File: config.mk
export PLATFORM = sky130hd
export DESIGN_NAME = pipe_hazard_ctrl_flat
export DESIGN_NICKNAME = d
export VERILOG_FILES = /design/src/rtl/cpu_pkg.sv /design/src/rtl/pipe_hazard_ctrl_if.sv /design/src/rtl/fwd_unit.sv /design/src/rtl/pipe_hazard_ctrl.sv /design/src/flat_wrapper.sv
export SDC_FILE = /design/constraint.sdc
export NUM_CORES = 1
export LEC_CHECK = 0
export CAP_MARGIN = 40
export CORE_UTILIZATION = 40
export DETAILED_ROUTE_END_ITERATION = 6
export DONT_BUFFER_PORTS = 1
export PLACE_DENSITY_LB_ADDON = 0.2
export RECOVER_POWER = 100
export SLEW_MARGIN = 20
export SYNTH_ARGS = -nofsm -noshare
export SYNTH_HDL_FRONTEND = slang
export SYNTH_SLANG_ARGS = --single-unit
File: constraint.sdc
create_clock -name clk -period 4.5 [get_ports clk]
set_input_delay 0.45 -clock clk [delete_from_list [all_inputs] [get_ports clk]]
set_output_delay 0.45 -clock clk [all_outputs]
set_load 0.02 [all_outputs]
File: src/rtl/cpu_pkg.sv
// Shared CPU definitions: register address width, forwarding select codes
// and the hazard scheduler state encoding.
package cpu_pkg;

    localparam int REG_AW = 3;

    localparam logic [1:0] FWD_RF  = 2'd0;
    localparam logic [1:0] FWD_EX  = 2'd1;
    localparam logic [1:0] FWD_MEM = 2'd2;
    localparam logic [1:0] FWD_WB  = 2'd3;

    typedef enum logic [1:0] {
        RUN      = 2'd0,
        LU_STALL = 2'd1,
        FLUSH    = 2'd2,
        MEM_WAIT = 2'd3
    } hz_state_t;

endpackage

File: src/rtl/pipe_hazard_ctrl_if.sv
// Pipeline <-> hazard scheduler signal bundle. The pipeline (master) reports
// register usage and events; the scheduler (slave) returns selects and controls.
interface pipe_hazard_ctrl_if #(
    parameter int REG_AW = cpu_pkg::REG_AW,
    parameter int CNT_W  = 16
);
    logic [REG_AW-1:0] id_ra;
    logic [REG_AW-1:0] id_rb;
    logic              id_use_ra;
    logic              id_use_rb;
    logic [REG_AW-1:0] ex_rd;
    logic              ex_wr;
    logic              ex_is_load;
    logic [REG_AW-1:0] mem_rd;
    logic              mem_wr;
    logic [REG_AW-1:0] wb_rd;
    logic              wb_wr;
    logic              br_mispredict;
    logic              mem_busy;
    logic [1:0]        fwd_a;
    logic [1:0]        fwd_b;
    logic              stall_if;
    logic              stall_id;
    logic              stall_ex;
    logic              bubble_ex;
    logic              flush_if;
    logic              flush_id;
    logic              pc_redirect;
    logic [CNT_W-1:0]  stall_cnt;

    modport master (
        output id_ra, id_rb, id_use_ra, id_use_rb, ex_rd, ex_wr, ex_is_load,
               mem_rd, mem_wr, wb_rd, wb_wr, br_mispredict, mem_busy,
        input  fwd_a, fwd_b, stall_if, stall_id, stall_ex, bubble_ex,
               flush_if, flush_id, pc_redirect, stall_cnt
    );

    modport slave (
        input  id_ra, id_rb, id_use_ra, id_use_rb, ex_rd, ex_wr, ex_is_load,
               mem_rd, mem_wr, wb_rd, wb_wr, br_mispredict, mem_busy,
        output fwd_a, fwd_b, stall_if, stall_id, stall_ex, bubble_ex,
               flush_if, flush_id, pc_redirect, stall_cnt
    );

endinterface

File: src/rtl/fwd_unit.sv
// Operand forwarding compare for one EX source operand: the youngest
// producing stage wins; a load in EX cannot forward yet.
module fwd_unit
    import cpu_pkg::*;
#(
    parameter int AW = REG_AW
) (
    input  logic [AW-1:0] src,
    input  logic          use_src,
    input  logic [AW-1:0] ex_rd,
    input  logic          ex_wr,
    input  logic          ex_is_load,
    input  logic [AW-1:0] mem_rd,
    input  logic          mem_wr,
    input  logic [AW-1:0] wb_rd,
    input  logic          wb_wr,
    output logic [1:0]    sel
);

    always_comb begin
        sel = FWD_RF;
        if (use_src) begin
            if (ex_wr && !ex_is_load && (ex_rd == src)) begin
                sel = FWD_EX;
            end else if (mem_wr && (mem_rd == src)) begin
                sel = FWD_MEM;
            end else if (wb_wr && (wb_rd == src)) begin
                sel = FWD_WB;
            end
        end
    end

endmodule

File: src/rtl/pipe_hazard_ctrl.sv
// Central hazard scheduler: forwarding selects plus prioritised stall, bubble
// and flush control (mem_busy > br_mispredict > load_use) and a stall counter.
module pipe_hazard_ctrl #(
    parameter int REG_AW       = 3,
    parameter int FLUSH_CYCLES = 2,
    parameter int CNT_W        = 16
) (
    input  logic              clk,
    input  logic              rst,
    pipe_hazard_ctrl_if.slave hz
);
    import cpu_pkg::*;

    localparam logic [2:0] FLUSH_LOAD = 3'(FLUSH_CYCLES - 1);

    hz_state_t        state_reg, state_next;
    hz_state_t        ret_reg, ret_next;
    hz_state_t        eff_state;
    logic [2:0]       fcnt_reg, fcnt_next;
    logic [CNT_W-1:0] cnt_reg;
    logic             load_use;
    logic [1:0]       fa, fb;
    logic             sif, sid, sex, bub, fif, fid, pcr;

    fwd_unit #(.AW(REG_AW)) u_fwd_a (
        .src(hz.id_ra), .use_src(hz.id_use_ra),
        .ex_rd(hz.ex_rd), .ex_wr(hz.ex_wr), .ex_is_load(hz.ex_is_load),
        .mem_rd(hz.mem_rd), .mem_wr(hz.mem_wr),
        .wb_rd(hz.wb_rd), .wb_wr(hz.wb_wr),
        .sel(fa)
    );

    fwd_unit #(.AW(REG_AW)) u_fwd_b (
        .src(hz.id_rb), .use_src(hz.id_use_rb),
        .ex_rd(hz.ex_rd), .ex_wr(hz.ex_wr), .ex_is_load(hz.ex_is_load),
        .mem_rd(hz.mem_rd), .mem_wr(hz.mem_wr),
        .wb_rd(hz.wb_rd), .wb_wr(hz.wb_wr),
        .sel(fb)
    );

    assign load_use = hz.ex_wr && hz.ex_is_load &&
                      ((hz.id_use_ra && (hz.ex_rd == hz.id_ra)) ||
                       (hz.id_use_rb && (hz.ex_rd == hz.id_rb)));

    always_comb begin
        state_next = state_reg;
        ret_next   = ret_reg;
        fcnt_next  = fcnt_reg;
        sif = 1'b0; sid = 1'b0; sex = 1'b0; bub = 1'b0;
        fif = 1'b0; fid = 1'b0; pcr = 1'b0;
        // Once the wait ends, the saved state acts in that very cycle.
        eff_state = state_reg;
        if (state_reg == MEM_WAIT && !hz.mem_busy) begin
            eff_state = ret_reg;
        end

        if (hz.mem_busy) begin
            sif = 1'b1; sid = 1'b1; sex = 1'b1;
            state_next = MEM_WAIT;
            if (state_reg != MEM_WAIT) begin
                ret_next = (state_reg == FLUSH) ? FLUSH : RUN;
            end
        end else begin
            case (eff_state)
                RUN: begin
                    state_next = RUN;
                    if (hz.br_mispredict) begin
                        fif = 1'b1; fid = 1'b1; pcr = 1'b1;
                        fcnt_next  = FLUSH_LOAD;
                        state_next = (FLUSH_CYCLES == 1) ? RUN : FLUSH;
                    end else if (load_use) begin
                        sif = 1'b1; sid = 1'b1; bub = 1'b1;
                        state_next = LU_STALL;
                    end
                end
                LU_STALL: state_next = RUN;
                FLUSH: begin
                    fif        = 1'b1;
                    fcnt_next  = fcnt_reg - 3'd1;
                    state_next = (fcnt_reg <= 3'd1) ? RUN : FLUSH;
                end
                default: state_next = RUN;
            endcase
        end
    end

    always_ff @(posedge clk or posedge rst) begin
        if (rst) begin
            state_reg <= RUN;
            ret_reg   <= RUN;
            fcnt_reg  <= 3'd0;
            cnt_reg   <= '0;
        end else begin
            state_reg <= state_next;
            ret_reg   <= ret_next;
            fcnt_reg  <= fcnt_next;
            if (sif && (cnt_reg != {CNT_W{1'b1}})) begin
                cnt_reg <= cnt_reg + 1'b1;
            end
        end
    end

    // Outputs are forced low while reset is held, independent of the inputs.
    assign hz.fwd_a       = rst ? FWD_RF : fa;
    assign hz.fwd_b       = rst ? FWD_RF : fb;
    assign hz.stall_if    = sif & ~rst;
    assign hz.stall_id    = sid & ~rst;
    assign hz.stall_ex    = sex & ~rst;
    assign hz.bubble_ex   = bub & ~rst;
    assign hz.flush_if    = fif & ~rst;
    assign hz.flush_id    = fid & ~rst;
    assign hz.pc_redirect = pcr & ~rst;
    assign hz.stall_cnt   = cnt_reg;

endmodule

File: src/flat_wrapper.sv
// flat-port wrapper written by rule: the top's interface ports become plain ports
module pipe_hazard_ctrl_flat import cpu_pkg::*;
#(
    parameter int REG_AW       = 3,
    parameter int FLUSH_CYCLES = 2,
    parameter int CNT_W        = 16
)
  (clk, rst, hz_id_ra, hz_id_rb, hz_id_use_ra, hz_id_use_rb, hz_ex_rd, hz_ex_wr, hz_ex_is_load, hz_mem_rd, hz_mem_wr, hz_wb_rd, hz_wb_wr, hz_br_mispredict, hz_mem_busy, hz_fwd_a, hz_fwd_b, hz_stall_if, hz_stall_id, hz_stall_ex, hz_bubble_ex, hz_flush_if, hz_flush_id, hz_pc_redirect, hz_stall_cnt);
  pipe_hazard_ctrl_if #(.REG_AW(REG_AW), .CNT_W(CNT_W)) hz_i ();
  input  logic clk;
  input  logic rst;
  input wire logic [$bits(hz_i.id_ra)-1:0] hz_id_ra;
  input wire logic [$bits(hz_i.id_rb)-1:0] hz_id_rb;
  input wire logic [$bits(hz_i.id_use_ra)-1:0] hz_id_use_ra;
  input wire logic [$bits(hz_i.id_use_rb)-1:0] hz_id_use_rb;
  input wire logic [$bits(hz_i.ex_rd)-1:0] hz_ex_rd;
  input wire logic [$bits(hz_i.ex_wr)-1:0] hz_ex_wr;
  input wire logic [$bits(hz_i.ex_is_load)-1:0] hz_ex_is_load;
  input wire logic [$bits(hz_i.mem_rd)-1:0] hz_mem_rd;
  input wire logic [$bits(hz_i.mem_wr)-1:0] hz_mem_wr;
  input wire logic [$bits(hz_i.wb_rd)-1:0] hz_wb_rd;
  input wire logic [$bits(hz_i.wb_wr)-1:0] hz_wb_wr;
  input wire logic [$bits(hz_i.br_mispredict)-1:0] hz_br_mispredict;
  input wire logic [$bits(hz_i.mem_busy)-1:0] hz_mem_busy;
  output wire logic [$bits(hz_i.fwd_a)-1:0] hz_fwd_a;
  output wire logic [$bits(hz_i.fwd_b)-1:0] hz_fwd_b;
  output wire logic [$bits(hz_i.stall_if)-1:0] hz_stall_if;
  output wire logic [$bits(hz_i.stall_id)-1:0] hz_stall_id;
  output wire logic [$bits(hz_i.stall_ex)-1:0] hz_stall_ex;
  output wire logic [$bits(hz_i.bubble_ex)-1:0] hz_bubble_ex;
  output wire logic [$bits(hz_i.flush_if)-1:0] hz_flush_if;
  output wire logic [$bits(hz_i.flush_id)-1:0] hz_flush_id;
  output wire logic [$bits(hz_i.pc_redirect)-1:0] hz_pc_redirect;
  output wire logic [$bits(hz_i.stall_cnt)-1:0] hz_stall_cnt;
  assign hz_i.id_ra = hz_id_ra;
  assign hz_i.id_rb = hz_id_rb;
  assign hz_i.id_use_ra = hz_id_use_ra;
  assign hz_i.id_use_rb = hz_id_use_rb;
  assign hz_i.ex_rd = hz_ex_rd;
  assign hz_i.ex_wr = hz_ex_wr;
  assign hz_i.ex_is_load = hz_ex_is_load;
  assign hz_i.mem_rd = hz_mem_rd;
  assign hz_i.mem_wr = hz_mem_wr;
  assign hz_i.wb_rd = hz_wb_rd;
  assign hz_i.wb_wr = hz_wb_wr;
  assign hz_i.br_mispredict = hz_br_mispredict;
  assign hz_i.mem_busy = hz_mem_busy;
  assign hz_fwd_a = hz_i.fwd_a;
  assign hz_fwd_b = hz_i.fwd_b;
  assign hz_stall_if = hz_i.stall_if;
  assign hz_stall_id = hz_i.stall_id;
  assign hz_stall_ex = hz_i.stall_ex;
  assign hz_bubble_ex = hz_i.bubble_ex;
  assign hz_flush_if = hz_i.flush_if;
  assign hz_flush_id = hz_i.flush_id;
  assign hz_pc_redirect = hz_i.pc_redirect;
  assign hz_stall_cnt = hz_i.stall_cnt;
  pipe_hazard_ctrl #(.REG_AW(REG_AW), .FLUSH_CYCLES(FLUSH_CYCLES), .CNT_W(CNT_W)) u_core (.clk(clk), .rst(rst), .hz(hz_i));
endmodule
### Yosys cells after proc, flatten, opt, wreduce, memory -nomap -nowiden

Index checks and enable logic that the tools add are counted.

* register bits: 23
* bits in latches: 0
* RAM bits: 0
* memory bits (read-only): 0
* input bits: 25
* output and inout port bits: 27
* word-level logic and storage cells: 76
* memories kept: 0

* $add $sub $neg: 2
* $mul: 0
* divide/modulo/power cells: 0
* magnitude comparators: 1
* eq/ne operators: 12
* shifts and indexed selects: 0
* muxes and demuxes: 30
* bitwise logic cells: 7
* reduce and logical (&&, ||, !) cells: 20

Operators with widths (number)
* $mux W2: 15
* $eq A3 B3 Y1: 6
* $add A16 B1 Y16 const B: 1
* $ne A16 B16 Y1 const B: 1
* $logic_and A1 B1 Y1: 13
* $mux W1: 11
* $eq A2 B2 Y1 const B: 3
* $pmux W3 S2: 1
* $and A1 B1 Y1: 5
* $ne A2 B2 Y1 const B: 2
* $pmux W2 S2: 1
* $le A3 B1 Y1 const B: 1
* $mux W3: 1
* $reduce_and A3 Y1: 1
* $sub A3 B1 Y3 const B: 1
* $logic_not A1 Y1: 2
* $logic_not A2 Y1: 1
* $not A1 Y1: 2
* $pmux W1 S2: 1
* $reduce_and A2 Y1: 1
* $reduce_bool A2 Y1: 1
* $logic_or A1 B1 Y1: 1

### Logic depth before layout (Yosys ltp)

* depth after elaboration: 9
* depth in mapped cells: 7
* depth with buffers taken out: 6

### Modules after synthesis

Synthesis repeated with hierarchy kept, for this count alone.

* cells, all modules: 161
* area, all modules: 1525.2 µm²

Modules (own cells, without submodules)
* pipe_hazard_ctrl: instances 1, cells each 125, area each 1229.9 µm², seq. area each 550.5 µm²
* fwd_unit: instances 2, cells each 18, area each 147.6 µm², seq. area each 0.0 µm²

### Worst setup path before layout

Ideal clock, no wire load.

* kind: in2out
* start point: input port hz_mem_busy
* end point: output port hz_pc_redirect
* data arrival time: 1.750 ns
* required time: 4.050 ns
* path slack: 2.300 ns
* stages on the path: 5
* path buffers: 1
* path through: nor4bb_1 a21oi_1 nand2b_1 nor3_1 buf_4

* cells in the longest elaborated chain, start to end: 7

RTL lines
* start, declared: RTL line flat_wrapper.sv:24 `input wire logic [$bits(hz_i.mem_busy)-1:0] hz_mem_busy;`
* $logic_not A1 Y1: RTL line pipe_hazard_ctrl.sv:53 `if (state_reg == MEM_WAIT && !hz.mem_busy) begin`
* $logic_and A1 B1 Y1: RTL line pipe_hazard_ctrl.sv:53
* $mux W2: RTL line pipe_hazard_ctrl.sv:53
* $logic_not A2 Y1
* $mux W1
* $mux W1 *
* $and A1 B1 Y1 *
* end, declared: RTL line flat_wrapper.sv:33 `output wire logic [$bits(hz_i.pc_redirect)-1:0] hz_pc_redirect;`

Mark *: on every way between the ends. The rest lies on a longest branch, timed or not.

### Worst setup path after layout

* start point: register u_core.state_reg[0]
* end point: output port hz_stall_id

* cells in the longest elaborated chain, start to end: 7

RTL lines
* start, declared: RTL line pipe_hazard_ctrl.sv:16 `hz_state_t state_reg, state_next;`
* start signal, assigned: RTL line pipe_hazard_ctrl.sv:94 `state_reg <= state_next;`
* $eq A2 B2 Y1: RTL line pipe_hazard_ctrl.sv:53
* $logic_and A1 B1 Y1: RTL line pipe_hazard_ctrl.sv:53
* $mux W2 *: RTL line pipe_hazard_ctrl.sv:53
* $logic_not A2 Y1 *: RTL line pipe_hazard_ctrl.sv:64 `case (eff_state)`
* $mux W1 *: RTL line pipe_hazard_ctrl.sv:64
* $mux W1 *: RTL line pipe_hazard_ctrl.sv:57 `if (hz.mem_busy) begin`
* $and A1 B1 Y1 *: RTL line pipe_hazard_ctrl.sv:107 `assign hz.stall_id = sid & ~rst;`
* end, declared: RTL line flat_wrapper.sv:28 `output wire logic [$bits(hz_i.stall_id)-1:0] hz_stall_id;`

Marked as above.

==> flow_summary.yaml <==
critical_path:
  worst_path_max_delay_cell: "a2111oi_0"
  cpPeakStageDelay_ns: 0.74
  required_ns: 4.05
  cp-end-kind: "output pin"
  worstPathMaxFanout: 4
  cp-start-kind: "flop"
  worstPathCellList: "nor4bb_1, a21oi_1, a2111oi_0, or2_2, and2_0"
  crit_type: "flop to output pin"
  cp.arrival_ns: 2.56
timing:
  setup_viol: 0
  maxSlewViolCount: 0
  fin_crit_sh_pct: 66.9
  tightest_slew_ns: 1.24
  tns_ns: 0
  fin_crit_ns: 3.01
  fmax_mhz: 332
  max-slew-margin-rel_pct: 17.5
  rsz0062_at_grt: "false"
  hold_viol: 3
  finClkSkew_ns: 0.00162
  fin_ws_ns: 1.49
  holdWs_ns: -0.0102
synthesis:
  ys_ff_latch: 22
  synth_edf_count: 0
  yosys_warnings: 0
  synthCells: 153
  yosys.area.top_type: "dfrtp_1"
  syn_area_per_cell_sq_um: 9.63
  synth_area_sq_mm: 0.00147
  ys_top_cells_by_count: "dfrtp_1, xnor2_1"
  yosysMostFrequentCell: "dfrtp_1"
  async_flop_share_pct: 100
  synth-seq-area-share_pct: 37.4
  synth_flop_cell: "dfrtp_1"
  synth_area_leaders: "dfrtp_1, xnor2_1, xor2_1, nand4_1, nor3_2"
  synth_top_cell_area_share_pct: 37.4
  synthDistinctLibCells: 31
  synth_fp_nets: 181
clocking:
  cts_max_level: 1
  cts_tree: "done"
  ctsResizeCount: 0
  post-cts-setup-buffers: 0
  clk_pin_slew_ns: 0.07
  cts_root_buffer: "clkbuf_8"
  clk_latency_ns: 0.26
  cts.path.max_buffers: 2
  numCtsBuffers: 3
  cts_sinks: 22
  hold_buffers: 0
layout:
  area_delta_synth_final_pct: 2.38
  n_antenna_cell: 0
  drive_gt1_share_pct: 6.49
  nFillCells: 350
  finalNonFillerCells: 200
  largest_reg_flops: 16
  fin_nets: 184
global_route:
  grt_pass1_vias: 1122
  grt-ovfl-total: 0
  antenna_found_initial: 0
  grt_max_degree: 20
  grt_pass1_wl_um: 5190
  gr-usage-all-layers_pct: 16.6
place:
  dp_slack_ns: 2.24
  place_inst: 197
  dp_hpwl_um: 2330
  numPortBuffers: 0
  gp_congestion: 0.808
power:
  ir_drop_v: 0.000256
  powerDensity_mw_per_mm2: 424
  leakage_nw: 0.655
run_status:
  violations: "hold timing"
  status: "complete, but fails checks"
die:
  die_w_um: 62.7
  fp.coreArea_sq_mm: 0.00344
  die_area_sq_mm: 0.00393
  start_util_pct: 42.8
  die_h_um: 62.7
  rows: 21
  ios: 52
routing:
  drtIter0Drc: 40
  wire_per_inst_um: 14.6
  vias: 1070
  route.detailed.drc: 0
  viasPerCell: 5.35
  routed_wl_um: 2920
  ant_nets: 0
  drtPass1Iterations: 4
job:
  cap_violations: 0
hold_path:
  min_path_type: "input port to asynchronous set/reset pin"
## cells in the final DEF, fill, tap and decap left out, types with 4 or more instances in the layout
master / n
inv_1: 10
nand2b_1: 6
nand3_1: 4
dfrtp_1: 22
nor3_1: 6
nor2_1: 10
and3_1: 5
xnor2_1: 21
xor2_1: 10
nand2_1: 9
nand4_1: 10
a21oi_1: 9
## worst paths after layout
check / from / end / slack [ns] / cells after the start
max: u_core.state_reg[0]$_DFF_PP0_ / hz_stall_id / 1.49 / 5
min: rst / u_core.fcnt_reg[1]$_DFFE_PP0P_ / -0.01 / 1
max reg2reg: u_core.state_reg[0]$_DFF_PP0_ / u_core.hz.stall_cnt[14]$_DFFE_PP0P_ / 1.72 / 6
min reg2reg: u_core.fcnt_reg[1]$_DFFE_PP0P_ / u_core.fcnt_reg[1]$_DFFE_PP0P_ / 0.49 / 2
max in group asynchronous: rst / u_core.hz.stall_cnt[2]$_DFFE_PP0P_ / 3.32 / 2
min in group clk: hz_mem_busy / u_core.ret_reg[1]$_DFFE_PP0P_ / 0.27 / 1
## stage by stage
step	hold WS [ns]	util (%)	total power, mW	area, sq um
after CTS	0.0265	45.8	0.659	1580
after detailed placement	0.318	44.6	0.534	1530
after global routing	-0.00683	43.8	0.697	1510
after floorplan	0.449	-	0.492	1470
after global placement	0.466	43.8	0.523	1510
final	-0.0102	43.8	0.640	1510
## worst max-delay path: cells and delay by family (launching register included)
kind | cells | cell delay [ns]
compound gates | 2 | 0.83
simple gates | 3 | 1.07
flops | 1 | 0.40
## power breakdown
group | leakage [nW] | total [mW] | internal [mW] | switching (mW)
logic | 0.361 | 0.169 | 0.0825 | 0.0864
registers | 0.272 | 0.351 | 0.250 | 0.102
clock network | 0.0216 | 0.119 | 0.0597 | 0.0595
total | 0.655 | 0.640 | 0.392 | 0.248
## cell families (layout without fill, tap and decap cells)
group | count (synthesis) | count (layout) | synth area share (%)
AND/OR/NAND/NOR | 62 | 62 | 24.5
XOR/XNOR | 34 | 34 | 21.8
flip-flops | 22 | 22 | 37.4
AO/OA/AOI/OAI | 17 | 17 | 8.41
buffers and inverters | 14 | 15 | 4.67
adder cells (fa/ha/maj) | 3 | 3 | 2.55
multiplexers | 1 | 1 | 0.765
## layout make-up
| class | instances | area [sq um] | area share (%) |
|---|---|---|---|
| multi-input combinational | 117 | 813 | 53.9 |
| sequential | 22 | 551 | 36.5 |
| tap | 46 | 57.6 | 3.82 |
| clock buffer | 3 | 41.3 | 2.74 |
| inverter | 10 | 37.5 | 2.49 |
| timing repair buffer | 2 | 7.51 | 0.498 |
## routing by layer
layer	wire (um)	part of all wire [%]	vias to the layer above	track usage, %
met3	221	7.6	2	6.57
met5	0	0	-	0
li1	-	-	523	-
met1	1190	41	506	18.6
met2	1500	51	39	28.9
met4	17	0.58	0	4.36
Note: power is estimated with default switching activity, not from simulation.
